**config.mk**
```make
export PLATFORM = sky130hd
export DESIGN_NAME = layer_ring_tester_flat
export DESIGN_NICKNAME = d
export VERILOG_FILES = /design/src/rtl/layer_ring_tester_if.sv /design/src/rtl/layer_ring_tester.sv /design/src/flat_wrapper.sv
export SDC_FILE = /design/constraint.sdc
export NUM_CORES = 1
export LEC_CHECK = 0
export ABC_AREA = 0
export CAP_MARGIN = 25
export CORE_UTILIZATION = 48
export CTS_CLUSTER_DIAMETER = 80
export DETAILED_ROUTE_END_ITERATION = 10
export PLACE_DENSITY_LB_ADDON = 0.2
export SLEW_MARGIN = 20
export SYNTH_ARGS = -nofsm -noshare
export SYNTH_HDL_FRONTEND = slang
export SYNTH_SLANG_ARGS = --single-unit
```
**constraint.sdc**
```tcl
create_clock -name t_clk -period 8.45 [get_ports t_clk]
set_input_delay 1.69 -clock t_clk [delete_from_list [all_inputs] [get_ports t_clk]]
set_output_delay 1.69 -clock t_clk [all_outputs]
set_load 0.03 [all_outputs]
```
**src/rtl/layer_ring_tester_if.sv**
```systemverilog
// Control/status bundle between test access (master) and the layer ring tester (slave).
interface layer_ring_tester_if #(
  parameter int NUM_LAYERS = 4,
  parameter int CNT_W      = 16
);
  logic                  start;
  logic [NUM_LAYERS-1:0] layer_bypass;
  logic [NUM_LAYERS-1:0] fault_inj;
  logic                  busy;
  logic                  done;
  logic                  pass;
  logic [CNT_W-1:0]      err_count;
  logic [NUM_LAYERS-1:0] layer_finish;
  logic                  ser_out;
  logic [CNT_W-1:0]      first_err_idx;
  logic                  first_err_vld;

  modport master (
    output start, layer_bypass, fault_inj,
    input  busy, done, pass, err_count, layer_finish, ser_out, first_err_idx, first_err_vld
  );

  modport slave (
    input  start, layer_bypass, fault_inj,
    output busy, done, pass, err_count, layer_finish, ser_out, first_err_idx, first_err_vld
  );
endinterface

```
**src/rtl/layer_ring_tester.sv**
```systemverilog
// N-layer bypassable serial test ring with LFSR injector and delayed-reference checker.
// Optional first-error capture enabled by defining LAYER_RING_ERR_CAPTURE_EN.
module layer_ring_tester #(
  parameter int          NUM_LAYERS = 4,
  parameter int          SEG_LEN    = 8,
  parameter int          PAT_LEN    = 32,
  parameter logic [15:0] LFSR_SEED  = 16'hACE1,
  parameter int          CNT_W      = 16
) (
  input logic                t_clk,
  input logic                rst_n,
  layer_ring_tester_if.slave bus
);
  localparam int FLUSH_LEN = NUM_LAYERS * SEG_LEN;
  localparam int CW        = $clog2(FLUSH_LEN + PAT_LEN + 1);

  typedef enum logic [2:0] {S_IDLE, S_FLUSH, S_RUN, S_DRAIN, S_DONE} state_t;

  function automatic logic [15:0] lfsr_step(input logic [15:0] s);
    return {s[0] ^ s[2] ^ s[3] ^ s[5], s[15:1]};
  endfunction

  state_t                state_q, state_d;
  logic [CW-1:0]         cnt_q, cnt_d;
  logic [15:0]           inj_lfsr_q, inj_lfsr_d;
  logic [15:0]           ref_lfsr_q, ref_lfsr_d;
  logic [NUM_LAYERS-1:0] byp_q, byp_d;
  logic [NUM_LAYERS-1:0] fault_q, fault_d;
  logic [NUM_LAYERS-1:0] fin_q, fin_d;
  logic                  done_q, done_d;
  logic                  pass_q, pass_d;
  logic [CNT_W-1:0]      err_q, err_d;

  logic [SEG_LEN-1:0]    seg_q [NUM_LAYERS];
  logic [SEG_LEN-1:0]    seg_d [NUM_LAYERS];
  logic [NUM_LAYERS-1:0] seg_in, seg_raw, seg_out;

  logic [CW-1:0]         cum_len [NUM_LAYERS];
  logic [CW-1:0]         len_acc;
  logic [CW-1:0]         ring_len, last_cyc;
  logic                  active, start_acc, inj_bit, cmp_en, mismatch;

  assign active    = (state_q == S_RUN) || (state_q == S_DRAIN);
  assign start_acc = (state_q == S_IDLE) && bus.start;
  assign inj_bit   = (state_q == S_RUN) && inj_lfsr_q[0];

  // Bypassed segments tap their first flop, so they contribute one cycle of delay.
  genvar gi;
  generate
    for (gi = 0; gi < NUM_LAYERS; gi++) begin : g_seg
      assign seg_raw[gi] = byp_q[gi] ? seg_q[gi][0] : seg_q[gi][SEG_LEN-1];
      assign seg_out[gi] = seg_raw[gi] ^ (fault_q[gi] & active);
      if (gi == 0) begin : g_head
        assign seg_in[gi] = inj_bit;
      end else begin : g_link
        assign seg_in[gi] = seg_out[gi-1];
      end
      assign seg_d[gi] = {seg_q[gi][SEG_LEN-2:0], seg_in[gi]};
    end
  endgenerate

  always_comb begin
    len_acc = '0;
    for (int i = 0; i < NUM_LAYERS; i++) begin
      len_acc    = len_acc + (byp_q[i] ? CW'(1) : CW'(SEG_LEN));
      cum_len[i] = len_acc;
    end
  end

  assign ring_len = cum_len[NUM_LAYERS-1];
  assign last_cyc = ring_len + CW'(PAT_LEN - 1);
  assign cmp_en   = active && (cnt_q >= ring_len) && (cnt_q <= last_cyc);
  assign mismatch = cmp_en && (seg_out[NUM_LAYERS-1] != ref_lfsr_q[0]);

  always_comb begin
    state_d    = state_q;
    cnt_d      = cnt_q;
    inj_lfsr_d = inj_lfsr_q;
    ref_lfsr_d = ref_lfsr_q;
    byp_d      = byp_q;
    fault_d    = fault_q;
    fin_d      = fin_q;
    done_d     = done_q;
    pass_d     = pass_q;
    err_d      = err_q;

    if (cmp_en) begin
      ref_lfsr_d = lfsr_step(ref_lfsr_q);
      if (mismatch && (err_q != {CNT_W{1'b1}})) begin
        err_d = err_q + CNT_W'(1);
      end
    end
    if (active) begin
      for (int i = 0; i < NUM_LAYERS; i++) begin
        if (cnt_q == cum_len[i] + CW'(PAT_LEN - 1)) begin
          fin_d[i] = 1'b1;
        end
      end
    end

    case (state_q)
      S_IDLE: begin
        if (start_acc) begin
          state_d    = S_FLUSH;
          cnt_d      = '0;
          byp_d      = bus.layer_bypass;
          fault_d    = bus.fault_inj;
          fin_d      = '0;
          done_d     = 1'b0;
          pass_d     = 1'b0;
          err_d      = '0;
          inj_lfsr_d = LFSR_SEED;
          ref_lfsr_d = LFSR_SEED;
        end
      end
      S_FLUSH: begin
        cnt_d = cnt_q + CW'(1);
        if (cnt_q == CW'(FLUSH_LEN - 1)) begin
          state_d = S_RUN;
          cnt_d   = '0;
        end
      end
      S_RUN: begin
        inj_lfsr_d = lfsr_step(inj_lfsr_q);
        cnt_d      = cnt_q + CW'(1);
        if (cnt_q == CW'(PAT_LEN - 1)) begin
          state_d = S_DRAIN;
        end
      end
      S_DRAIN: begin
        cnt_d = cnt_q + CW'(1);
        if (cnt_q == last_cyc) begin
          state_d = S_DONE;
          done_d  = 1'b1;
          pass_d  = (err_d == '0);
        end
      end
      S_DONE:  state_d = S_IDLE;
      default: state_d = S_IDLE;
    endcase
  end

  always_ff @(posedge t_clk) begin
    if (!rst_n) begin
      state_q    <= S_IDLE;
      cnt_q      <= '0;
      inj_lfsr_q <= '0;
      ref_lfsr_q <= '0;
      byp_q      <= '0;
      fault_q    <= '0;
      fin_q      <= '0;
      done_q     <= 1'b0;
      pass_q     <= 1'b0;
      err_q      <= '0;
      for (int i = 0; i < NUM_LAYERS; i++) begin
        seg_q[i] <= '0;
      end
    end else begin
      state_q    <= state_d;
      cnt_q      <= cnt_d;
      inj_lfsr_q <= inj_lfsr_d;
      ref_lfsr_q <= ref_lfsr_d;
      byp_q      <= byp_d;
      fault_q    <= fault_d;
      fin_q      <= fin_d;
      done_q     <= done_d;
      pass_q     <= pass_d;
      err_q      <= err_d;
      for (int i = 0; i < NUM_LAYERS; i++) begin
        seg_q[i] <= seg_d[i];
      end
    end
  end

  assign bus.busy         = (state_q == S_FLUSH) || active;
  assign bus.done         = done_q;
  assign bus.pass         = pass_q;
  assign bus.err_count    = err_q;
  assign bus.layer_finish = fin_q;
  assign bus.ser_out      = seg_out[NUM_LAYERS-1];

`ifdef LAYER_RING_ERR_CAPTURE_EN
  logic             fe_vld_q, fe_vld_d;
  logic [CNT_W-1:0] fe_idx_q, fe_idx_d;

  // Only the first mismatch of a run is recorded; later ones leave it alone.
  always_comb begin
    fe_vld_d = fe_vld_q;
    fe_idx_d = fe_idx_q;
    if (start_acc) begin
      fe_vld_d = 1'b0;
      fe_idx_d = '0;
    end else if (mismatch && !fe_vld_q) begin
      fe_vld_d = 1'b1;
      fe_idx_d = CNT_W'(cnt_q - ring_len);
    end
  end

  always_ff @(posedge t_clk) begin
    if (!rst_n) begin
      fe_vld_q <= 1'b0;
      fe_idx_q <= '0;
    end else begin
      fe_vld_q <= fe_vld_d;
      fe_idx_q <= fe_idx_d;
    end
  end

  assign bus.first_err_idx = fe_idx_q;
  assign bus.first_err_vld = fe_vld_q;
`else
  assign bus.first_err_idx = '0;
  assign bus.first_err_vld = 1'b0;
`endif
endmodule

```
**src/flat_wrapper.sv**
```systemverilog
// flat-port wrapper written by rule: the top's interface ports become plain ports
module layer_ring_tester_flat 
#(
  parameter int          NUM_LAYERS = 4,
  parameter int          SEG_LEN    = 8,
  parameter int          PAT_LEN    = 32,
  parameter logic [15:0] LFSR_SEED  = 16'hACE1,
  parameter int          CNT_W      = 16
)
  (t_clk, rst_n, bus_start, bus_layer_bypass, bus_fault_inj, bus_busy, bus_done, bus_pass, bus_err_count, bus_layer_finish, bus_ser_out, bus_first_err_idx, bus_first_err_vld);
  layer_ring_tester_if #(.NUM_LAYERS(NUM_LAYERS), .CNT_W(CNT_W)) bus_i ();
  input logic t_clk;
  input logic rst_n;
  input wire logic [$bits(bus_i.start)-1:0] bus_start;
  input wire logic [$bits(bus_i.layer_bypass)-1:0] bus_layer_bypass;
  input wire logic [$bits(bus_i.fault_inj)-1:0] bus_fault_inj;
  output wire logic [$bits(bus_i.busy)-1:0] bus_busy;
  output wire logic [$bits(bus_i.done)-1:0] bus_done;
  output wire logic [$bits(bus_i.pass)-1:0] bus_pass;
  output wire logic [$bits(bus_i.err_count)-1:0] bus_err_count;
  output wire logic [$bits(bus_i.layer_finish)-1:0] bus_layer_finish;
  output wire logic [$bits(bus_i.ser_out)-1:0] bus_ser_out;
  output wire logic [$bits(bus_i.first_err_idx)-1:0] bus_first_err_idx;
  output wire logic [$bits(bus_i.first_err_vld)-1:0] bus_first_err_vld;
  assign bus_i.start = bus_start;
  assign bus_i.layer_bypass = bus_layer_bypass;
  assign bus_i.fault_inj = bus_fault_inj;
  assign bus_busy = bus_i.busy;
  assign bus_done = bus_i.done;
  assign bus_pass = bus_i.pass;
  assign bus_err_count = bus_i.err_count;
  assign bus_layer_finish = bus_i.layer_finish;
  assign bus_ser_out = bus_i.ser_out;
  assign bus_first_err_idx = bus_i.first_err_idx;
  assign bus_first_err_vld = bus_i.first_err_vld;
  layer_ring_tester #(.NUM_LAYERS(NUM_LAYERS), .SEG_LEN(SEG_LEN), .PAT_LEN(PAT_LEN), .LFSR_SEED(LFSR_SEED), .CNT_W(CNT_W)) u_core (.t_clk(t_clk), .rst_n(rst_n), .bus(bus_i));
endmodule
```
-- Word-level counts from Yosys, hierarchy flattened
Memories as Yosys holds them, arrays and structs flattened.
Cells that the tools add are included.
- register bits: 72
- memory bits (writable): 32
- input port bits: 11
- logic and storage cells: 116
- memories kept: 1
- add/subtract/negate cells: 9
- order comparisons: 2
- eq/ne operators: 14
- multiplexer cells: 43
- bitwise operators: 18
- reductions and logical operators: 19
- memories (name ; words ; width ; read ports ; clocked after Yosys merged registers in ; write ports ; line ; source):
    u_core.seg_q ; 4 ; 8 ; 4 ; 0 ; 4 ; layer_ring_tester.sv:34 ; logic [SEG_LEN-1:0] seg_q [NUM_LAYERS];
- operators with widths (operator ; count):
    2-to-1 mux 16 bit ; 8
    2-to-1 mux 8 bit ; 4
    one-hot mux 16 bit (2 select lines) ; 1
    adder 7 x 5 -> 7 bit (second input constant) ; 4
    equality test 7 bit ; 4
    2-to-1 mux 4 bit ; 7
    adder 7 bit ; 3
    one-hot mux 7 bit (3 select lines) ; 1
    adder 16 x 1 -> 16 bit (second input constant) ; 1
    logical NOT 16 bit ; 1
    inequality test 16 bit (second input constant) ; 1
    2-to-1 mux 7 bit ; 2
    2-to-1 mux 1 bit ; 13
    2-to-1 mux 3 bit ; 4
    one-hot mux 3 bit (4 select lines) ; 1
    bitwise XOR 1 bit ; 10
    adder 7 x 1 -> 7 bit (second input constant) ; 1
    equality test 7 x 5 -> 1 bit (second input constant) ; 1
    greater-or-equal comparator 7 bit ; 1
    less-or-equal comparator 7 bit ; 1
    equality test 3 x 2 -> 1 bit (second input constant) ; 2
    logical AND 1 bit ; 6
    AND reduction 2 bit ; 3
    AND 1 bit ; 4
    other kinds (13) ; 21

-- Longest topological paths before layout
- word-level depth: 14
- depth in mapped cells: 21
- gate-level depth less buffers: 19

-- Least setup slack after synthesis
Ideal clock, no wire load.
- path type: reg-to-reg
- from: register u_core.byp_q[0]
- to: register u_core.pass_q (netlist: u_core.bus.pass)
- library setup time: 87 ps
- arrival time: 4855 ps
- setup slack: 3508 ps
- stages on the path, launching flop included: 20
- clock period less this slack: 4942 ps
- path through: dfxtp_1 -> inv_1 -> fa_1 -> inv_1 -> ha_1 -> ha_1 -> a41oi_1 -> xor2_1 -> a41oi_1 -> xor2_1 -> ha_1 -> nand4_2 -> nor3_4 -> o21ba_4 -> or3_1 -> buf_6 -> nor4_2 -> o22ai_1 -> or4_1 -> o31ai_1
- longest elaborated chain between the ends: 14
- elaborated cells between the ends (all ways): 19
- RTL lines (element ; line ; source):
    start: declaration ; layer_ring_tester.sv:27 ; logic [NUM_LAYERS-1:0] byp_q, byp_d;
    start signal: assignment ; layer_ring_tester.sv:163 ; byp_q <= byp_d;
    2-to-1 mux 4 bit * ; layer_ring_tester.sv:65 ; len_acc = len_acc + (byp_q[i] ? CW'(1) : CW'(SEG_LEN));
    adder 7 bit * (3 in a row) ; layer_ring_tester.sv:65 ;
    adder 7 x 5 -> 7 bit or greater-or-equal comparator 7 bit (tied branches) ; layer_ring_tester.sv:71, layer_ring_tester.sv:72 ;
    less-or-equal comparator 7 bit or logical AND 1 bit (tied branches) ; layer_ring_tester.sv:72 ; assign cmp_en = active && (cnt_q >= ring_len) && (cnt_q <= last_cyc);
    logical AND 1 bit ; layer_ring_tester.sv:72 ;
    logical AND 1 bit ; layer_ring_tester.sv:73 ; assign mismatch = cmp_en && (seg_out[NUM_LAYERS-1] != ref_lfsr_q[0]);
    logical AND 1 bit ; layer_ring_tester.sv:89 ; if (mismatch && (err_q != {CNT_W{1'b1}})) begin
    2-to-1 mux 16 bit ; layer_ring_tester.sv:89 ;
    2-to-1 mux 16 bit ; layer_ring_tester.sv:87 ; if (cmp_en) begin
    logical NOT 16 bit ; layer_ring_tester.sv:135 ; pass_d = (err_d == '0);
    2-to-1 mux 1 bit ; layer_ring_tester.sv:132 ; if (cnt_q == last_cyc) begin
    one-hot mux 1 bit (2 select lines) ; layer_ring_tester.sv:101 ; case (state_q)
    end signal: assignment ; layer_ring_tester.sv:167 ; pass_q <= pass_d;
    end: declaration ; layer_ring_tester.sv:31 ; logic pass_q, pass_d;
Every way passes the cells marked *; elsewhere a longest branch is shown, timed or not. The select of a mux whose other input is x is not followed.
A chain may end at the register's enable or synchronous reset.

-- Final worst setup path
Ends and elaborated chain as after synthesis.

==> run_results.csv <==
group,metric,value,unit
cts,cts_buffers,9,
setup_path,critical_path_start_type,"flip-flop",
cts,count_of_h_tree_levels_built_during_cts,3,
timing,tightestPinTransition,0.9349,ns
cts,cts_post_setup_buffers_inserted,0,
power_and_ir_drop,seq_power_share,53.2,%
global_routing,antenna_found_initial,0,
floorplanning,die-height,105.8,um
power_and_ir_drop,power_leakage,2.148,nW
floorplanning,core_area,10370,um^2
synth,synthDistinctLibCells,55,
cts,clkSlewWorstSetupHoldPaths,0.11,ns
cts,clock_tree.root_cell,"sky130_fd_sc_hd__clkbuf_8",
synth,postSynth.topFlopCell,"sky130_fd_sc_hd__dfxtp_1",
timing,finalHoldWorstSlack,0.4390,ns
floorplanning,start_util,49.87,%
route,ant_nets,0,
timing,max_slew_margin,37.48,%
cells_and_area,flow.area_growth_from_synthesis,10.16,%
setup_path,wp_data_arrival,5.94,ns
timing,grt_setup_unrepaired,"no",
power_and_ir_drop,powerDensity,168.0,nW/um^2
cts,cts_tree,"yes",
power_and_ir_drop,p_int,0.0006734,W
synth,synth-seq-cells,104,
floorplanning,die_width,105.8,um
route,route.detailed.drc,0,
setup_path,crit_slowest_cell,"sky130_fd_sc_hd__or3_1",
synth,synth_seq_area_share,40.26,%
timing,post-route-period-util,66.76,%
setup_path,worst-setup-path-type,"reg2reg",
setup_path,worst_ep_required_time,8.75,ns
synth,postSynthAreaPerCell,8.735,um^2
synth,area_fraction_of_the_dominant_cell_type_after_synthesis,40.26,%
power_and_ir_drop,p_total,0.0009572,W
setup_path,worst-path-max-fanout,23,
route,wirelength,10470,um
global_routing,first_pass_grt_wire_length,17740,um
placement,post-place-cells,734,
setup_path,crit_path_end_kind,"flip-flop",
cts,clock-sinks,104,
cells_and_area,final_nets,651,
cells_and_area,antennaDiodeCount,0,
floorplanning,design.die.area,11190,um^2
cells_and_area,post_route_cells_drive_above_1_share,5.049,%
synth,cell_types_with_the_largest_area_share_after_synthesis,"sky130_fd_sc_hd__dfxtp_1 40%, sky130_fd_sc_hd__ha_1 7.0%, sky130_fd_sc_hd__xnor2_1 5.6%",
timing,timing.setup.tns,0,ns
synth,yosys_warnings,0,
cells_and_area,seq_area,2082,um^2
route,avgRoutedWirePerCell,13.95,um
route,dr_total_vias,3933,
synth,asyncSetResetFlopFracSynth,0,%
timing,finClkSkew,0.01640,ns
synth,synth-edff-count,0,
cts,post_cts_resize_count,0,
power_and_ir_drop,power_switching,0.0002838,W
timing,final-setup-viol-count,0,
run,drv.max_cap_violation_count,0,
power_and_ir_drop,power.clock.fraction,31.1,%
cts,cts.hold.buffers_added,0,
outcome,status,"completed",
timing,timing.final.max_slew_violations,0,
timing,hold_viol,0,
synth,synthesis.instances,592,
setup_path,timing.critical_path.mode_cell,"sky130_fd_sc_hd__ha_1",
timing,fmax,177.3,MHz
power_and_ir_drop,netSwitchingFraction,29.65,%
floorplanning,floorplan.rows,37,
cts,cts_buffer_depth,2,
placement,preCtsSetupSlack,2.766,ns
route,drt_pre_antenna_iters,4,
cells_and_area,nFillCells,970,
route,detail_route.iter0.violations,131,
cells_and_area,multi_input_comb_area,2840,um^2
power_and_ir_drop,vdd_drop_max,0.1189,mV
synth,synth_top_cell_by_area,"sky130_fd_sc_hd__dfxtp_1",
global_routing,global_route.overflow_total,0,
power_and_ir_drop,combinationalPowerShare,15.6,%
cts,clock_latency_late_sink,0.38,ns
synth,syn-cell-area,5171,um^2
global_routing,global_route.usage.total,20.14,%
global_routing,vias_in_the_first_global_route,3710,
cells_and_area,final_cell_count_no_fill,750,
placement,gpl.final_weighted_congestion,0.9003,
placement,dp.final_hpwl,7453,um
floorplanning,io-pin-count,52,
worst_hold_path,min_path_type,"reg2reg",
route,drt-vias-per-instance,5.244,
setup_path,worst_path_largest_cell_delay,0.71,ns
placement,buffer_ports.inserted,34,
setup_path,timing.critical_path.cells,"inv_1 > fa_1 > inv_1 > ha_1 > ha_1 > a41oi_1 > xor2_1 > a41oi_1 > xor2_1 > ha_1 > nand4_2 > nor3_4 > o21ba_4 > or3_1 > nor4_2 > o22ai_1 > or4_1 > o31ai_1",
global_routing,largest_net_degree_at_the_start_of_global_routing,38,
timing,final_critical_path_setup_slack,2.808,ns
timing,timing.final.crit_period,5.642,ns
==> layout make-up <==
type,instances,area share [%]
inverter,14,0.9225
timing repair buffer,37,6.369
multi-input combinational,443,49.86
clock buffer,9,2.174
sequential,104,36.55
clock inverter,7,1.142
tap,136,2.987
==> kinds of logic (layout without fill, tap and decap cells) <==
family,Yosys count,in the layout,synth area share (%)
other cells,1,17,0.07252
fa+ha+maj,31,31,7.791
compound gates,83,83,10.11
buf+inv,61,67,6.121
xor+xnor,55,55,9.872
flops,104,104,40.26
mux,13,13,2.516
simple gates,244,244,23.25
==> layout by cell type (no fill, tap or decap), types with 5 or more instances in the layout <==
cell type / synthesis / final
sky130_fd_sc_hd__dfxtp_1: 104 / 104
sky130_fd_sc_hd__nand2_1: 75 / 74
sky130_fd_sc_hd__nor2_1: 63 / 63
sky130_fd_sc_hd__clkdlybuf4s50_1: 0 / 34
sky130_fd_sc_hd__xnor2_1: 33 / 33
sky130_fd_sc_hd__a21oi_1: 32 / 32
sky130_fd_sc_hd__and2_1: 30 / 30
sky130_fd_sc_hd__ha_1: 29 / 29
sky130_fd_sc_hd__xor2_1: 20 / 20
sky130_fd_sc_hd__conb_1: 1 / 17
sky130_fd_sc_hd__nand3_1: 15 / 15
sky130_fd_sc_hd__inv_1: 14 / 14
sky130_fd_sc_hd__mux2i_1: 13 / 13
sky130_fd_sc_hd__nor3_1: 13 / 12
sky130_fd_sc_hd__a31oi_1: 10 / 10
sky130_fd_sc_hd__and3_1: 9 / 9
sky130_fd_sc_hd__clkbuf_8: 0 / 9
sky130_fd_sc_hd__a22oi_1: 8 / 8
sky130_fd_sc_hd__o22ai_1: 8 / 8
sky130_fd_sc_hd__nand2b_1: 7 / 7
sky130_fd_sc_hd__nand4_1: 7 / 7
sky130_fd_sc_hd__o21ai_0: 7 / 7
sky130_fd_sc_hd__nor4_1: 5 / 5
==> power by group through the flow <==
stage | Sequential (W) | Clock [W] | Combinational, W
floorplan | 0.000517 | 0 | 0.000129
global placement | 0.000521 | 0 | 0.000147
detailed placement | 0.000521 | 0 | 0.000150
CTS | 0.000510 | 0.000307 | 0.000150
global route | 0.000512 | 0.000326 | 0.000169
finish | 0.000510 | 0.000298 | 0.000150
==> synth_stat cells, types with 8 or more instances <==
| master | number |
|---|---|
| sky130_fd_sc_hd__xor2_1 | 20 |
| sky130_fd_sc_hd__nand2_1 | 75 |
| sky130_fd_sc_hd__a22oi_1 | 8 |
| sky130_fd_sc_hd__mux2i_1 | 13 |
| sky130_fd_sc_hd__a31oi_1 | 10 |
| sky130_fd_sc_hd__buf_4 | 19 |
| sky130_fd_sc_hd__and2_1 | 30 |
| sky130_fd_sc_hd__nor3_1 | 13 |
| sky130_fd_sc_hd__clkbuf_1 | 25 |
| sky130_fd_sc_hd__dfxtp_1 | 104 |
| sky130_fd_sc_hd__nand3_1 | 15 |
| sky130_fd_sc_hd__ha_1 | 29 |
| sky130_fd_sc_hd__nor2_1 | 63 |
| sky130_fd_sc_hd__inv_1 | 14 |
| sky130_fd_sc_hd__and3_1 | 9 |
| sky130_fd_sc_hd__xnor2_1 | 33 |
| sky130_fd_sc_hd__a21oi_1 | 32 |
| sky130_fd_sc_hd__o22ai_1 | 8 |
==> through the flow <==
step / instance area, um^2 / utilization (%)
2_1_floorplan: 5231 / -
3_3_place_gp: 5505 / 53.09
3_5_place_dp: 5505 / 53.09
4_1_cts: 5694 / 54.91
5_1_grt: 5697 / 54.93
6_report: 5697 / 54.93
==> sequential cells by signal, summed over array words and instances (netlist names) <==
| name | flops |
|---|---|
| u_core.bus.done | 1 |
| u_core.byp_q | 4 |
| u_core.bus.err_count | 16 |
| u_core.bus.layer_finish | 4 |
| u_core.cnt_q | 7 |
| u_core.state_q | 3 |
| u_core.seg_q | 32 |
| u_core.bus.pass | 1 |
| u_core.ref_lfsr_q | 16 |
| u_core.fault_q | 4 |
| u_core.inj_lfsr_q | 16 |
==> worst max-delay path, delay by kind of cell, from the launching register on <==
family	cells	cell delay, ns
AO/OA/AOI/OAI	5	1.00
XOR/XNOR	2	0.52
adder cells (fa/ha/maj)	4	1.39
buffers and inverters	2	0.25
flip-flops	1	0.43
AND/OR/NAND/NOR	5	1.96
==> metal layers <==
layer | track usage, % | wire length (um) | up-vias | part of all wire [%]
met5 | 0 | 0 | - | 0
met4 | 7.143 | 169 | 0 | 1.6
met3 | 4.824 | 406 | 14 | 3.9
met2 | 31.47 | 4680 | 71 | 45
met1 | 27.05 | 5210 | 1842 | 50
li1 | - | - | 2006 | -
==> path summary, 6_finish.rpt <==
| check | start | to | slack (ns) | cells after the start |
|---|---|---|---|---|
| setup / recovery | u_core.byp_q[0] | u_core.bus.pass | 2.81 | 18 |
| hold / removal | u_core.seg_q[0][14] | u_core.seg_q[0][15] | 0.44 | 1 |
| setup reg to reg | u_core.byp_q[0] | u_core.bus.pass | 2.81 | 18 |
| hold reg to reg | u_core.seg_q[0][14] | u_core.seg_q[0][15] | 0.44 | 1 |
(Power assumes the default switching activity.)
